### config.mk
export PLATFORM = sky130hd
export DESIGN_NAME = if1_fetch_packer
export DESIGN_NICKNAME = d
export VERILOG_FILES = /design/src/rtl/if1_fetch_packer.sv
export SDC_FILE = /design/constraint.sdc
export NUM_CORES = 1
export LEC_CHECK = 0
export BUFFER_PORTS_ARGS = -buffer_cell sky130_fd_sc_hd__buf_2
export CORE_AREA = 2 2 183 185
export CTS_CLUSTER_DIAMETER = 150
export DETAILED_ROUTE_END_ITERATION = 6
export DIE_AREA = 0 0 185 187
export PLACE_DENSITY = 0.7
export SYNTH_ARGS = -nofsm -noshare
export SYNTH_HDL_FRONTEND = slang
export SYNTH_SLANG_ARGS = --single-unit
### constraint.sdc
create_clock -name clk -period 6.8 [get_ports clk]
set_clock_uncertainty 0.15 [all_clocks]
set_input_delay 0 -clock clk [delete_from_list [all_inputs] [get_ports clk]]
set_output_delay 0 -clock clk [all_outputs]
set_load 0.01 [all_outputs]
### src/rtl/if1_fetch_packer.sv
// ---------------------------------------------------------------------------
// if1_fetch_packer
//
// Second fetch stage (IF1). It takes one fetch request's metadata from IF0
// and waits for the ICache data beat. It then aligns the fetched slots from
// the PC word offset and packs them low-first toward the instruction buffer.
// When the IB has less room than the fetched group, the residue is held
// internally and drained over later cycles. A flush that arrives while the
// ICache response is still outstanding parks the stage in KILL until that
// stale beat shows up, then discards it.
//
// Optional build macro: IF1_JUMP_TRUNC_EN
//   defined   : the group ends at the first predicted-taken slot at or after
//               the PC offset; later slots are never pushed.
//   undefined : the group always runs to the end of the fetch line.
//
// Ports:
//   clk, rst        clock, synchronous active-high reset
//   flush_IF        kill the current request and any held data
//   in_valid        IF0 metadata valid
//   in_ready        IF1 accepts metadata this cycle
//   in_pc           fetch PC (word aligned)
//   in_valid_mask   per-slot valid bits
//   in_jump_mask    per-slot predicted-taken bits
//   data_ok         ICache data beat
//   rdata           fetch line; slot i at rdata[32i +: 32]
//   can_push_size   free IB entries
//   push_num        entries pushed this cycle
//   push_data       packed entries, entry k at [k*ENTRY_WD +: ENTRY_WD],
//                   layout {valid, is_jump, pc[31:0], instr[31:0]}
// ---------------------------------------------------------------------------
module if1_fetch_packer #(
    parameter  int FETCH_WIDTH   = 4,
    parameter  int IB_DEPTH_LOG2 = 4,
    localparam int LFW           = $clog2(FETCH_WIDTH),
    localparam int ENTRY_WD      = 66
) (
    input  logic                            clk,
    input  logic                            rst,
    input  logic                            flush_IF,
    input  logic                            in_valid,
    output logic                            in_ready,
    input  logic [31:0]                     in_pc,
    input  logic [FETCH_WIDTH-1:0]          in_valid_mask,
    input  logic [FETCH_WIDTH-1:0]          in_jump_mask,
    input  logic                            data_ok,
    input  logic [32*FETCH_WIDTH-1:0]       rdata,
    input  logic [IB_DEPTH_LOG2:0]          can_push_size,
    output logic [LFW:0]                    push_num,
    output logic [FETCH_WIDTH*ENTRY_WD-1:0] push_data
);

    // Common width used for the min(rem, can_push_size) comparison.
    localparam int CW = ((LFW + 1) > (IB_DEPTH_LOG2 + 1)) ? (LFW + 1) : (IB_DEPTH_LOG2 + 1);

    typedef enum logic [1:0] {
        S_IDLE  = 2'd0,
        S_WAIT  = 2'd1,
        S_DRAIN = 2'd2,
        S_KILL  = 2'd3
    } state_t;

    state_t                      r_state;
    state_t                      w_state_nxt;
    logic [29-LFW:0]             r_pc_hi;
    logic [LFW-1:0]              r_ptr;
    logic [LFW:0]                r_rem;
    logic [FETCH_WIDTH-1:0]      r_vmask;
    logic [FETCH_WIDTH-1:0]      r_jmask;
    logic [32*FETCH_WIDTH-1:0]   r_line;

    logic [LFW-1:0]              w_off;
    logic [LFW:0]                w_cnt;
    logic [CW-1:0]               w_rem_x;
    logic [CW-1:0]               w_cps_x;
    logic [CW-1:0]               w_n_x;
    logic [LFW:0]                w_n;
    logic                        w_done;
    logic                        w_push_en;
    logic [32*FETCH_WIDTH-1:0]   w_src;
    logic                        w_unused;

    assign w_unused = ^in_pc[1:0];

    assign w_off = in_pc[LFW+1:2];

    // Group size for the incoming request.
    always_comb begin
        w_cnt = (LFW+1)'(FETCH_WIDTH) - {1'b0, w_off};
`ifdef IF1_JUMP_TRUNC_EN
        begin : jump_trunc
            logic w_found;
            w_found = 1'b0;
            for (int s = 0; s < FETCH_WIDTH; s++) begin
                if (!w_found && (s >= int'(w_off)) && in_jump_mask[s]) begin
                    w_cnt   = (LFW+1)'(s - int'(w_off) + 1);
                    w_found = 1'b1;
                end
            end
        end
`endif
    end

    // n = min(rem, can_push_size); n never exceeds rem, so it fits LFW+1 bits.
    assign w_rem_x = CW'(r_rem);
    assign w_cps_x = CW'(can_push_size);
    assign w_n_x   = (w_rem_x < w_cps_x) ? w_rem_x : w_cps_x;
    assign w_n     = (LFW+1)'(w_n_x);
    assign w_done  = (w_n == r_rem);

    assign in_ready  = (r_state == S_IDLE) & ~flush_IF & ~rst;
    assign w_push_en = ~rst & ~flush_IF &
                       (((r_state == S_WAIT) & data_ok) | (r_state == S_DRAIN));
    assign push_num  = w_push_en ? w_n : '0;

    // WAIT forwards the live beat with zero latency; DRAIN reads the held copy.
    assign w_src = (r_state == S_WAIT) ? rdata : r_line;

    // Entry k carries slot ptr+k. ptr+rem never exceeds FETCH_WIDTH, so the
    // slot index cannot wrap for any k below push_num.
    always_comb begin
        push_data = '0;
        for (int k = 0; k < FETCH_WIDTH; k++) begin
            logic [LFW-1:0] w_slot;
            w_slot = r_ptr + LFW'(k);
            if (k < int'(push_num)) begin
                push_data[k*ENTRY_WD +: ENTRY_WD] = {r_vmask[w_slot], r_jmask[w_slot],
                                                     r_pc_hi, w_slot, 2'b00,
                                                     w_src[32*int'(w_slot) +: 32]};
            end
        end
    end

    always_comb begin
        w_state_nxt = r_state;
        case (r_state)
            S_IDLE: begin
                if (!flush_IF && in_valid)
                    w_state_nxt = S_WAIT;
            end
            S_WAIT: begin
                if (flush_IF)
                    w_state_nxt = data_ok ? S_IDLE : S_KILL;
                else if (data_ok)
                    w_state_nxt = w_done ? S_IDLE : S_DRAIN;
            end
            S_DRAIN: begin
                if (flush_IF || w_done)
                    w_state_nxt = S_IDLE;
            end
            S_KILL: begin
                // The outstanding beat belongs to the killed request.
                if (!flush_IF && data_ok)
                    w_state_nxt = S_IDLE;
            end
            default: w_state_nxt = S_IDLE;
        endcase
    end

    always_ff @(posedge clk) begin
        if (rst) begin
            r_state <= S_IDLE;
            r_pc_hi <= '0;
            r_ptr   <= '0;
            r_rem   <= '0;
            r_vmask <= '0;
            r_jmask <= '0;
            r_line  <= '0;
        end else begin
            r_state <= w_state_nxt;
            if (flush_IF) begin
                r_rem <= '0;
            end else begin
                case (r_state)
                    S_IDLE: begin
                        if (in_valid) begin
                            r_pc_hi <= in_pc[31:LFW+2];
                            r_ptr   <= w_off;
                            r_rem   <= w_cnt;
                            r_vmask <= in_valid_mask;
                            r_jmask <= in_jump_mask;
                        end
                    end
                    S_WAIT: begin
                        if (data_ok) begin
                            r_rem <= r_rem - w_n;
                            r_ptr <= r_ptr + w_n[LFW-1:0];
                            if (!w_done)
                                r_line <= rdata;
                        end
                    end
                    S_DRAIN: begin
                        r_rem <= r_rem - w_n;
                        r_ptr <= r_ptr + w_n[LFW-1:0];
                    end
                    default: ;
                endcase
            end
        end
    end

endmodule
==> flow_summary_export.csv <==
group,metric,value,unit
run_status,status,"finished, final reports clean",
cts,clock_latency,440,ps
yosys,synth_edf_count,0,
final_layout,multi_input_area,0.01014,mm^2
cts,path_clk_slew,70,ps
worst_setup_path,cp.arrival,4590,ps
sta,min_period_over_period,0.6443,
yosys,synth_top_area_frac,0.2373,
worst_setup_path,cpPeakStageDelay,970,ps
sta,tns,0,ps
grt,grt_pass1_wl,75220,um
power,vdd_drop_max,0.1641,mV
sta,slew_viol_final,0,
cts,cts-root-buf,"clkbuf_16",
job,drv_cap,0,
yosys,synth_top_area_cell,"dfxtp_1",
placed_design,port-buffer-count,435,
floorplanning,die_width,185,um
grt,overflow,0,
cts,cts_tree,"done",
yosys,synth_seq_area_share,0.2373,
sta,fmax,228.2,MHz
worst_setup_path,endpoint_kind,"flip-flop",
worst_setup_path,required,7010,ps
yosys,ys.flop_type,"dfxtp_1",
cts,cts_buffers,17,
worst_setup_path,start_kind,"flip-flop",
final_layout,area_growth,32.24,%
power,powerDensity,156.8,mW/mm^2
sta,rsz0062_at_grt,"false",
cts,cts_num_sinks,171,
grt,grt_usage,0.2710,
final_layout,fill_cells,2883,
yosys,synth.most_common_cell,"nand2b_1",
floorplanning,rows,67,
placed_design,dp_slack,2478,ps
power,p_leak,7.788,nW
cts,cts_max_path_buffers,2,
yosys,netlist_area,0.01442,mm^2
cts,htreeDepth,4,
grt,grt_max_degree,154,
final_layout,nets,2383,
hold_path,holdCritPathClass,"primary input to flip-flop",
yosys,synthArstFlopShare,0,
yosys,synth-seq-cells,171,
routing,wl_per_cell,17.89,um
floorplanning,pin_count,446,
yosys,syn_avg_cell_area,8.555,um^2
worst_setup_path,critPathSlowestCell,"and4b_4",
worst_setup_path,cp_top_family,"simple AND/OR/NAND/NOR gates",
yosys,yosysWarnings,0,
routing,drt_first_pass_iters,7,
placed_design,post-dp-hpwl,30560,um
worst_setup_path,cp_max_fo,48,
sta,timing.final.hold_violations,0,
sta,worst_slew_pin_slew,1107,ps
final_layout,drive_gt1_frac,0.3135,
final_layout,seq_area,0.003431,mm^2
worst_setup_path,path_class,"flip-flop to flip-flop",
routing,via_count,14560,
yosys,synth_commonest_cells,"nand2b_1, nand2_1, mux2i_1",
sta,fin_ws,2419,ps
grt,antenna_found_initial,7,
grt,grt_pass1_vias,14440,
worst_setup_path,cp_cell_sequence,"ha_1 > a21oi_1 > o21ai_0 > a21boi_0 > nor2_1 > ha_1 > nand2_1 > o21bai_1 > and4b_4 > buf_4 > mux2i_1",
floorplanning,design.core.area,0.03286,mm^2
floorplanning,die_h,187,um
routing,ant_nets,0,
yosys,synth_cells,1686,
worst_setup_path,crit_path_frequent_cell,"ha_1",
sta,relSlewSlack,0.2623,
yosys,yosysUniqueCellTypes,59,
floorplanning,die-area,0.03460,mm^2
routing,wirelength,47630,um
cts,cts_resized,0,
routing,drc,0,
routing,via_per_inst,5.470,
yosys,synth_area_leaders,"dfxtp_1, mux2i_1, nand2b_1",
sta,post-route-min-period,4381,ps
worst_setup_path,crit_buf_inv,1,
floorplanning,initial_core_util,0.4389,
placed_design,gp_congestion,0.8688,
routing,drt_iter0_drc,954,
sta,setup-violations-final,0,
flip-flops by register name, indices dropped and copies added, names as in the netlist:
register,flops
r_pc_hi,28
r_rem,3
r_line,128
r_state,2
r_jmask,4
r_vmask,4
r_ptr,2
final timing paths:
kind | start | endpoint | slack (ps) | cells after the start
worst min register to register | r_line[4] | r_line[4] | 320 | 2
worst max-delay path | r_rem[2] | r_line[54] | 2420 | 11
worst max register to register | r_rem[2] | r_line[54] | 2420 | 11
worst min-delay path | rst | r_jmask[2] | 20 | 2
layer usage:
layer  part of all wire  GRT usage  vias up
met1               0.41     0.3276     7025
met2               0.48     0.4640      626
li1                   -          -     6797
met3              0.066    0.05062      114
met4              0.037     0.1242        0
met5                  0          0        -
timing repair:
| item | CTS | global route |
|---|---|---|
| setup buffers | 0 | 0 |
| hold buffers | 198 | 0 |
| hold endpoints to repair | 171 | 0 |
power by group:
group	internal, mW	switching (mW)	leakage [nW]
combinational	0.448	0.473	6.13
clock	0.529	0.457	0.271
sequential	1.03	0.0523	1.38
stage by stage:
| stage | utilization | instances | power (mW) | instance area [um^2] | hold WS [ps] |
|---|---|---|---|---|---|
| floorplan | - | 1693 | 1.715 | 14450 | -14.03 |
| global placement | 0.5022 | 2425 | 1.903 | 16500 | 90.30 |
| detailed placement | 0.5022 | 2425 | 1.924 | 16500 | 95.30 |
| CTS | 0.5799 | 2655 | 3.005 | 19060 | 1.107 |
| global route | 0.5804 | 2661 | 3.138 | 19070 | 57.74 |
| finish | 0.5805 | 2662 | 2.991 | 19070 | 23.80 |
cells by family after synthesis:
group	Yosys count	share of synthesized area
compound gates	260	0.1231
xor+xnor	4	0.002429
fa+ha+maj	11	0.01006
buf+inv	180	0.06688
flops	171	0.2373
mux	364	0.3186
other cells	1	0.0002600
simple gates	695	0.2413
cell type report:
class / instances / share of cell area
Antenna cell: 7 / 0.0009183
Clock buffer: 20 / 0.02394
Clock inverter: 12 / 0.005969
Inverter: 11 / 0.002165
Multi-Input combinational cell: 1342 / 0.5317
Sequential cell: 171 / 0.1799
Tap cell: 448 / 0.02939
Timing Repair Buffer: 651 / 0.2261
cell usage in the layout, fill, tap and decap left out, types with 7 or more instances in the layout:
cell	n
nand2b_1	256
a21boi_0	49
conb_1	8
nor2_1	113
mux4_2	66
buf_2	434
diode_2	7
and2_1	61
mux2i_1	197
mux2_2	100
ha_1	9
nand2_1	240
o2bb2a_1	32
a21oi_2	21
o21ai_0	39
a21boi_1	10
inv_1	10
dlygate4sd3_1	198
a21oi_1	87
buf_4	17
clkbuf_16	17
dfxtp_1	169
Note: power is estimated with default switching activity, not from simulation.
